## src/rtl/dff_chain_monitor.sv

```systemverilog
// rtl/dff_chain_monitor.sv - locks to a DFF chain's latency and counts mismatches; DFF_MON_STICKY_EN adds sticky_err
module dff_chain_monitor #(
    parameter int MAX_DELAY   = 8,
    parameter int MATCH_LEN   = 16,
    parameter int LOSS_THRESH = 4,
    parameter int ERR_W       = 16
) (
    input  logic                           CLK,
    input  logic                           RST,
    input  logic                           in,
    input  logic                           delayed,
    output logic                           locked,
    output logic [$clog2(MAX_DELAY+1)-1:0] delay_found,
    output logic                           err_pulse,
    output logic [ERR_W-1:0]               err_count
`ifdef DFF_MON_STICKY_EN
    ,
    output logic                           sticky_err
`endif
);

    localparam int DW = $clog2(MAX_DELAY + 1);
    localparam int RW = $clog2(MATCH_LEN + 1);
    localparam int CW = $clog2(LOSS_THRESH + 1);

    typedef enum logic [1:0] {
        S_FILL,
        S_SEARCH,
        S_LOCKED
    } state_t;

    state_t state, state_next;

    logic [MAX_DELAY:1] hist;
    logic [DW-1:0]      cand;
    logic [DW-1:0]      fill_cnt;
    logic [RW-1:0]      run_cnt;
    logic [CW-1:0]      consec_err;

    logic tap_cand;
    logic tap_found;
    logic search_match;
    logic lock_match;
    logic fill_done;
    logic hit_lock;
    logic lose_lock;

    // Tap muxes written as loops so an out-of-range index simply reads 0.
    always_comb begin
        tap_cand  = 1'b0;
        tap_found = 1'b0;
        for (int k = 1; k <= MAX_DELAY; k++) begin
            if (cand == DW'(k)) begin
                tap_cand = hist[k];
            end
            if (delay_found == DW'(k)) begin
                tap_found = hist[k];
            end
        end
    end

    always_comb begin
        search_match = (delayed == tap_cand);
        lock_match   = (delayed == tap_found);
        fill_done    = (state == S_FILL) && (fill_cnt == DW'(MAX_DELAY - 1));
        hit_lock     = (state == S_SEARCH) && search_match
                       && (run_cnt == RW'(MATCH_LEN - 1));
        lose_lock    = (state == S_LOCKED) && !lock_match
                       && (consec_err == CW'(LOSS_THRESH - 1));
    end

    always_comb begin
        state_next = state;
        unique case (state)
            S_FILL:   if (fill_done) state_next = S_SEARCH;
            S_SEARCH: if (hit_lock)  state_next = S_LOCKED;
            S_LOCKED: if (lose_lock) state_next = S_SEARCH;
            default:  state_next = S_FILL;
        endcase
    end

    always_ff @(posedge CLK) begin
        if (!RST) begin
            state <= S_FILL;
        end else begin
            state <= state_next;
        end
    end

    always_ff @(posedge CLK) begin
        if (!RST) begin
            hist <= '0;
        end else begin
            hist[1] <= in;
            for (int k = 2; k <= MAX_DELAY; k++) begin
                hist[k] <= hist[k-1];
            end
        end
    end

    always_ff @(posedge CLK) begin
        if (!RST) begin
            fill_cnt    <= '0;
            cand        <= DW'(1);
            run_cnt     <= '0;
            consec_err  <= '0;
            locked      <= 1'b0;
            delay_found <= '0;
            err_pulse   <= 1'b0;
            err_count   <= '0;
        end else begin
            err_pulse <= 1'b0;
            locked    <= (state_next == S_LOCKED);
            unique case (state)
                S_FILL: begin
                    fill_cnt <= fill_cnt + DW'(1);
                end
                S_SEARCH: begin
                    if (search_match) begin
                        if (hit_lock) begin
                            delay_found <= cand;
                            run_cnt     <= '0;
                        end else begin
                            run_cnt <= run_cnt + RW'(1);
                        end
                    end else begin
                        run_cnt <= '0;
                        cand    <= (cand == DW'(MAX_DELAY)) ? DW'(1) : cand + DW'(1);
                    end
                end
                S_LOCKED: begin
                    if (!lock_match) begin
                        err_pulse <= 1'b1;
                        if (err_count != '1) begin
                            err_count <= err_count + ERR_W'(1);
                        end
                        // The mismatch that drops lock is still counted above.
                        if (lose_lock) begin
                            cand       <= DW'(1);
                            run_cnt    <= '0;
                            consec_err <= '0;
                        end else begin
                            consec_err <= consec_err + CW'(1);
                        end
                    end else begin
                        consec_err <= '0;
                    end
                end
                default: ;
            endcase
        end
    end

`ifdef DFF_MON_STICKY_EN
    always_ff @(posedge CLK) begin
        if (!RST) begin
            sticky_err <= 1'b0;
        end else if (state == S_LOCKED && !lock_match) begin
            sticky_err <= 1'b1;
        end
    end
`endif

endmodule

```

## config.mk

```make
export PLATFORM = sky130hd
export DESIGN_NAME = dff_chain_monitor
export DESIGN_NICKNAME = d
export VERILOG_FILES = /design/src/rtl/dff_chain_monitor.sv
export SDC_FILE = /design/constraint.sdc
export NUM_CORES = 1
export LEC_CHECK = 0
export BUFFER_PORTS_ARGS = -buffer_cell sky130_fd_sc_hd__buf_4
export CAP_MARGIN = 5
export CORE_ASPECT_RATIO = 1.1
export CORE_MARGIN = 8
export CORE_UTILIZATION = 55
export CTS_BUF_LIST = sky130_fd_sc_hd__clkbuf_8
export CTS_CLUSTER_DIAMETER = 60
export DETAILED_ROUTE_END_ITERATION = 16
export PLACE_DENSITY = 0.79
export SYNTH_ARGS = -nofsm -noshare
export SYNTH_HDL_FRONTEND = slang
export SYNTH_SLANG_ARGS = --single-unit
```

## constraint.sdc

```tcl
create_clock -name CLK -period 7.4 [get_ports CLK]
set_clock_uncertainty 0.05 [all_clocks]
set_input_delay 1.48 -clock CLK [delete_from_list [all_inputs] [get_ports CLK]]
set_output_delay 1.48 -clock CLK [all_outputs]
set_load 0.01 [all_outputs]
```

# Yosys cells after proc, flatten, opt, wreduce, memory -nomap -nowiden
# Index checks and enable logic that the tools add are counted.
[word_totals]
out_inout_bits = 22
regBits = 48
in_bits = 4
word_cells = 90
[classes]
bitwise_logic = 1
addsub = 5
eq_ne = 28
mux = 33
reduce_logical = 13
[ops]
columns = ["cell", "n"]
rows = [
  ["4-bit by 3-bit equality test with 1-bit output (second input constant)", 9],
  ["5-bit two-way mux", 4],
  ["1-bit two-way mux", 17],
  ["16-bit by 1-bit adder with 16-bit output (second input constant)", 1],
  ["4-bit by 2-bit equality test with 1-bit output (second input constant)", 4],
  ["4-bit two-way mux", 4],
  ["16-bit inequality test (second input constant)", 1],
  ["5-bit one-hot mux with 2 select lines", 1],
  ["3-bit AND reduction", 3],
  ["4-bit by 1-bit adder with 4-bit output (second input constant)", 2],
  ["4-bit by 1-bit equality test with 1-bit output (second input constant)", 2],
  ["4-bit equality test (second input constant)", 2],
  ["4-bit one-hot mux with 2 select lines", 1],
  ["2-bit two-way mux", 3],
  ["3-bit two-way mux", 2],
  ["2-bit inequality test (second input constant)", 3],
  ["2-bit one-hot mux with 3 select lines", 1],
  ["5-bit by 1-bit adder with 5-bit output (second input constant)", 1],
  ["5-bit by 4-bit equality test with 1-bit output (second input constant)", 1],
  ["1-bit logical AND", 5],
  ["2-bit equality test (second input constant)", 2],
  ["4-bit AND reduction", 1],
  ["3-bit by 1-bit adder with 3-bit output (second input constant)", 1],
  ["3-bit by 2-bit equality test with 1-bit output (second input constant)", 1],
  ["other kinds (7)", 8],
]

# Logic depth before layout (Yosys ltp)
# Gate-level depths: netlist (run 1).
[logic_depth]
ltp_word = 16
mapped_depth = 10
ltp_nobuf = 8

# Worst setup path before layout (run 1)
# No wires, ideal clock.
[synth_path]
path_type = "input to register"
startpoint = "input port delayed"
endpoint = "register err_count[5]"
setup_ns = 0.131
n_path_buf = 3
cell_stages = 7
t_required_ns = 7.219
slack_ns = 4.389
t_arrival_ns = 2.830
cell_sequence = "or4_1 -> and3_1 -> buf_6 -> buf_6 -> clkbuf_1 -> o211ai_1 -> o31ai_1"
[synth_between]
elab_chain_cells = 3
[synth_rtl]
columns = ["item", "line", "rtl"]
rows = [
  ["from (decl)", "11", "input logic delayed,"],
  ["1-bit equality test", "64", "lock_match = (delayed == tap_found);"],
  ["1-bit inverter (no source line)", "-", ""],
  ["3-bit AND reduction (no source line)", "-", ""],
  ["to (signal assigned)", "135", "err_count <= err_count + ERR_W'(1);"],
  ["to (decl)", "15", "output logic [ERR_W-1:0] err_count"],
]
# Every way passes these cells.
# A chain may end at the register's enable or synchronous reset.

# Worst setup path after layout (run 1)
[layout_path]
startpoint = "input port delayed"
endpoint = "register cand[0]"
[layout_between]
elab_chain_cells = 6
word_cells_on_any_way = 9
classes_between = "eq/ne (5); reduce/logical (4)"
[layout_rtl]
columns = ["item", "line", "rtl"]
rows = [
  ["1-bit equality test", "64", ""],
  ["1-bit zero test", "-", ""],
  ["1-bit logical AND", "68", "lose_lock = (state == S_LOCKED) && !lock_match"],
  ["1-bit logical AND", "69", "&& (consec_err == CW'(LOSS_THRESH - 1));"],
  ["2-bit inequality test (no source line)", "-", ""],
  ["4-bit AND reduction (no source line) (*)", "-", ""],
  ["to (signal assigned)", "128", "cand <= (cand == DW'(MAX_DELAY)) ? DW'(1) : cand + DW'(1);"],
  ["to (decl)", "35", "logic [DW-1:0] cand;"],
]
# Mark *: on every way between the ends. The rest lies on a longest branch, timed or not.

==> results of run 1 <==
-- cell families after synthesis --
| logic type | count (synthesis) |
|---|---|
| simple gates | 127 |
| mux | 16 |
| xor+xnor | 7 |
| fa+ha+maj | 8 |
| flops | 48 |
| compound gates | 53 |
| buf+inv | 21 |
-- area by class of cell --
type / instances / area (um^2)
tap: 54 / 67.56
multi-input combinational: 211 / 1371
clock buffer: 5 / 68.82
timing repair buffer: 25 / 187.7
fill: 364 / 1572
sequential: 48 / 960.9
clock inverter: 3 / 38.79
inverter: 5 / 18.77
-- through the flow --
| stage | hold slack (ns) | power, mW | cell area [um^2] | instances |
|---|---|---|---|---|
| 6_report | 0.3805 | 0.4658 | 2714 | 351 |
| 5_1_grt | 0.4002 | 0.4844 | 2714 | 351 |
| 4_1_cts | 0.3823 | 0.4704 | 2714 | 351 |
| 3_5_place_dp | 0.3704 | 0.2871 | 2606 | 343 |
| 3_3_place_gp | 0.3668 | 0.2868 | 2606 | 343 |
| 2_1_floorplan | 0.3573 | 0.2821 | 2435 | 280 |
-- layer usage --
layer  vias to the layer above  track usage, %  share of wire, %
li1                       1041               -                 -
met1                       985           17.92                47
met2                        44           22.03                48
met3                         6           3.766               3.8
met4                         0           7.251               1.2
met5                         -               0                 0
-- power breakdown --
part / leakage, nW / switching, mW / internal, mW
Sequential: 0.388 / 0.00208 / 0.261
Clock: 0.0593 / 0.0857 / 0.0990
Combinational: 0.600 / 0.0115 / 0.00687
-- synthesized netlist by cell type, types with 2 or more instances --
master / n
nand2b_1: 10
and2_1: 11
o211ai_1: 4
or4_1: 3
nor4_1: 5
nor2b_1: 4
ha_1: 8
inv_1: 5
or3_1: 3
nor3b_1: 2
o2111ai_1: 3
o21bai_1: 5
dfxtp_1: 48
nor2_1: 15
a21oi_1: 11
nor3_1: 4
o22ai_1: 2
nand2_1: 30
a211oi_1: 3
xnor2_1: 6
o21ai_0: 11
nand3_1: 16
and3_1: 8
mux2i_1: 13
and2b_1: 3
buf_6: 3
o31ai_1: 5
mux2_2: 2
clkbuf_1: 11
a221o_1: 2
nand4_1: 5
or2_2: 2
-- worst max-delay path, cell delays in order --
cell      delay [ns]
buf_4           0.14
inv_1           0.11
a211oi_1        0.07
a32oi_1         0.18
and3_1          0.88
o22ai_1         0.31
o32a_1          0.35
-- flip-flops by register name, summed over array words and instances, names as in the netlist, 2 cells and up --
signal       count
run_cnt          5
delay_found      4
err_count       16
hist             8
consec_err       3
cand             4
state            2
fill_cnt         4
-- worst paths after layout --
check,startpoint,cells past startpoint,end,slack [ns]
setup / recovery,delayed,7,cand[0],4.01
hold / removal,run_cnt[4],2,run_cnt[4],0.38
setup reg to reg,delay_found[2],6,cand[0],4.25
hold reg to reg,run_cnt[4],2,run_cnt[4],0.38
==> impl_metrics.yaml, run 1 <==
status:
  status: "finished, final reports clean"
logic_synthesis:
  netlist_area_um2: 2435
  synth_seq_cells: 48
  synth.distinct_cells: 49
  synth_xor_area_share_pct: 2.518
  syn_nets: 292
  synth_top_area_share_pct: 39.47
  synthSimpleGateAreaFrac_pct: 28.11
  ys_async_sr_fraction_pct: 0
  synth_area_leaders: "dfxtp_1 39%, mux2i_1 5.3%, nand2_1 4.6%"
  synthAdderAreaFrac_pct: 4.111
  synth_edf_count: 0
  ys.flop_type: "dfxtp_1"
  netlist.top_cell.by_area: "dfxtp_1"
  ys_warn_count: 0
  synth_area_per_cell_um2: 8.696
  synth_top_family_by_area: "simple AND/OR/NAND/NOR gates"
  synth_cells: 280
  synth_mux_area_share_pct: 6.835
  synth_compound_area_share_pct: 14.75
  synth-seq-area-share_pct: 39.47
sta:
  rsz0062_at_grt: "false"
  fin_crit_sh_pct: 45.82
  clock.fmax_mhz: 294.9
  finalSetupViolCount: 0
  worst_pin_slew_ns: 1.056
  fin_crit_ns: 3.391
  maxSlewHeadroom_pct: 29.62
  hold_viol_final: 0
  setup_slack_ns: 4.009
  setup_tns_ns: 0
  final_max_slew_viol_count: 0
pwr:
  power.density_nw_per_um2: 171.6
  vdd_drop_max_uv: 110.8
  p_leak_nw: 1.047
setup_path:
  crit_fanout: 34
  cp-start-kind: "input port"
  cp.required_ns: 7.54
  crit_type: "input port to register"
  worstSetupEndpointType: "register"
  worstPathArrival_ns: 3.53
detailed_routing:
  drt-total-wl_um: 4955
  drtIter0Drc: 102
  drt-vias-per-instance: 5.915
  wl_per_cell_um: 14.12
  vias: 2076
  drc: 0
  ant_nets: 0
  firstDrtPassIters: 4
final_layout:
  finish.utilization_pct: 63.33
  diodes: 0
  final_cell_mix: "48 x dfxtp_1, 30 x nand2_1, 25 x buf_4"
  drive_above_1_share_pct: 12.46
  layout_commonest_cell: "dfxtp_1"
  area_growth_pct: 11.46
  fin_nets: 308
floorplan:
  rows: 25
  start_util_pct: 56.82
  die_width_um: 79.44
  die_area_um2: 6815
  coreArea_um2: 4285
  ioPinCount: 26
  die_h_um: 85.79
global_routing:
  grt_pass1_wl_um: 8107
  grt_antenna_before_repair: 0
  grt_usage_pct: 14.36
  grt-ovfl-total: 0
  grt_start_max_net_pins: 44
  grt_pass1_vias: 1870
clocking:
  cts.sinks: 48
  tritoncts: "yes"
  cts_root_buf: "clkbuf_8"
  clkTransAtPathRegs_ns: 0.09
  cts_hold_buffers: 0
  cts_setup_buffers: 0
  cts_buffers: 5
  insertion_delay_ns: 0.29
  cts_resized: 0
  clockBufferDepth: 2
  h-tree-depth: 2
placed_design:
  gp_congestion: 0.8156
  numPortBuffers: 25
  dp_hpwl_um: 3387
  place_worst_setup_slack_ns: 3.716
job:
  drv_cap: 0
min_path:
  hold_path.class: "register to register"
(Power assumes the default switching activity.)
==> run 2, diff against run 1 <==
- clock period: 7.4 -> 3.2 ns (I/O delays scaled with it)
==> run 2 against run 1 <==
Design area up 0.69%. Setup slack got worse by 3.6 ns. Combinational power is 140% higher. Critical path depth unchanged. Sequential power up 130%. Via count grew 0.34%. Worst hold slack better by 0.010 ns. Count of clock-buffer cells in the layout stayed put. Sequential share of layout area is 0.24 points lower. Global-route usage increased by 1.2 points. Die area unchanged. Clock power is 130% higher. Largest cell class unchanged. Highest routed layer unchanged.
==> impl_metrics.yaml, run 2 (synthesis gave the netlist of run 1 again) <==
status:
  status: "finished, final reports clean"
placed_design:
  dp_hpwl_um: 3658
  numPortBuffers: 25
  gp_congestion: 0.8622
  placed_cells: 345
final_layout:
  fin_nets: 310
  finish.utilization_pct: 63.77
  register_area_um2: 960.9
  fill_cells: 368
  area_growth_pct: 12.23
  largestRegisters: "err_count (16), hist (8), run_cnt (5)"
  stdcell_count: 353
  layout_commonest_cell: "dfxtp_1"
  largest_reg_flops: 16
  top_register: "err_count"
  multi_input_area_um2: 1371
  diodes: 0
  final_cell_mix: "48 x dfxtp_1, 30 x nand2_1, 27 x buf_4"
  drive_above_1_share_pct: 13.38
detailed_routing:
  drt-vias-per-instance: 5.901
  met1_length_um: 2272
  wl_met2_um: 2544
  drtIter0Drc: 146
  ant_nets: 0
  vias: 2083
  wl_per_cell_um: 14.53
  firstDrtPassIters: 4
  wl_met3_um: 232
  highest_layer: "met4"
  drc: 0
  drt-total-wl_um: 5128
sta:
  final_max_slew_viol_count: 0
  hold_viol_final: 0
  setup_tns_ns: 0
  worst_pin_slew_ns: 0.7866
  rsz0062_at_grt: "false"
  clock.fmax_mhz: 362.1
  finalSetupViolCount: 0
  fin_crit_ns: 2.762
  maxSlewHeadroom_pct: 47.50
  fin_crit_sh_pct: 86.31
floorplan:
  start_util_pct: 56.82
  die_width_um: 79.44
  die_area_um2: 6815
  ioPinCount: 26
  die_h_um: 85.79
  rows: 25
  coreArea_um2: 4285
setup_path:
  ff2ff_path_depth: 7
  slowest_stage: "dfxtp_1"
  worstPathArrival_ns: 2.94
  crit_type: "register to register"
  max_stage_delay_ns: 0.48
  crit_fanout: 18
  r2r_slack_ns: 0.44
  path_cells: "mux2i_1 -> a221o_1 -> or4_1 -> and3_1 -> buf_4 -> or3_1 -> a21oi_1"
  worstSetupEndpointType: "register"
  reg2reg_from: "delay_found[2]"
  r2r_end: "err_count[10]"
  cp-start-kind: "register"
  cp.required_ns: 3.38
min_path:
  hold_path.class: "register to register"
  holdPathEnd: "run_cnt[4]"
  min_path_cells: 2
  hold_path_startpoint: "run_cnt[4]"
clocking:
  cts.sinks: 48
  cts_buffers: 5
  h-tree-depth: 2
  cts_root_buf: "clkbuf_8"
  insertion_delay_ns: 0.30
  tritoncts: "yes"
  cts_hold_buffers: 0
  clockBufferDepth: 2
  cts_resized: 0
  cts_setup_buffers: 0
  clkTransAtPathRegs_ns: 0.09
pwr:
  power.density_nw_per_um2: 396.9
  vdd_drop_max_uv: 263.9
  p_leak_nw: 1.051
  power_mw: 1.084
global_routing:
  grt_antenna_before_repair: 0
  grt-ovfl-total: 0
  grt_start_max_net_pins: 43
  grt_usage_pct: 15.58
  grt_pass1_wl_um: 8666
  grt_pass1_vias: 2014
job:
  drv_cap: 0
-- run 2: routing by layer --
layer  up-vias  track usage [%]
li1       1043                -
met5         -                0
met4         0            6.914
met2        43            25.89
met3         5            4.393
met1       992            17.95
-- run 2: area by class of cell --
type	count	area share (%)
clock inverters	3	1.557
repair buffers	27	7.418
well taps	54	2.473
flip-flops and latches	48	35.16
clock buffers	5	2.518
multi-input cells	211	50.18
inverters	5	0.6868
-- run 2: worst max-delay path by stage --
stage | from | end | cells after the start
3_3_place_gp | delay_found[2] | err_count[10] | 7
6_report | delay_found[2] | err_count[10] | 7
2_1_floorplan | delay_found[0] | err_count[5] | 9
3_5_place_dp | delay_found[2] | err_count[10] | 7
5_1_grt | delay_found[2] | err_count[10] | 7
4_1_cts | delay_found[2] | err_count[10] | 7
-- run 2: critical path: cells and delay by family, from the launching register on --
kind | cells | cell delay, ns
simple gates | 3 | 1.20
compound gates | 2 | 0.53
flops | 1 | 0.48
buf+inv | 1 | 0.29
mux | 1 | 0.13
-- run 2: per-stage QoR --
step / setup WS [ns] / hold WS, ns / area (um^2)
2_1_floorplan: 0.7771 / 0.3573 / 2435
3_3_place_gp: 0.5718 / 0.3735 / 2621
3_5_place_dp: 0.4732 / 0.3814 / 2621
4_1_cts: 0.4508 / 0.3959 / 2733
5_1_grt: 0.2970 / 0.4257 / 2733
6_report: 0.4381 / 0.3906 / 2733
-- run 2: report_power, final --
group          switching [mW]  internal [mW]
clock network           0.202          0.231
registers             0.00510          0.603
logic                  0.0266         0.0166
total                   0.234          0.851
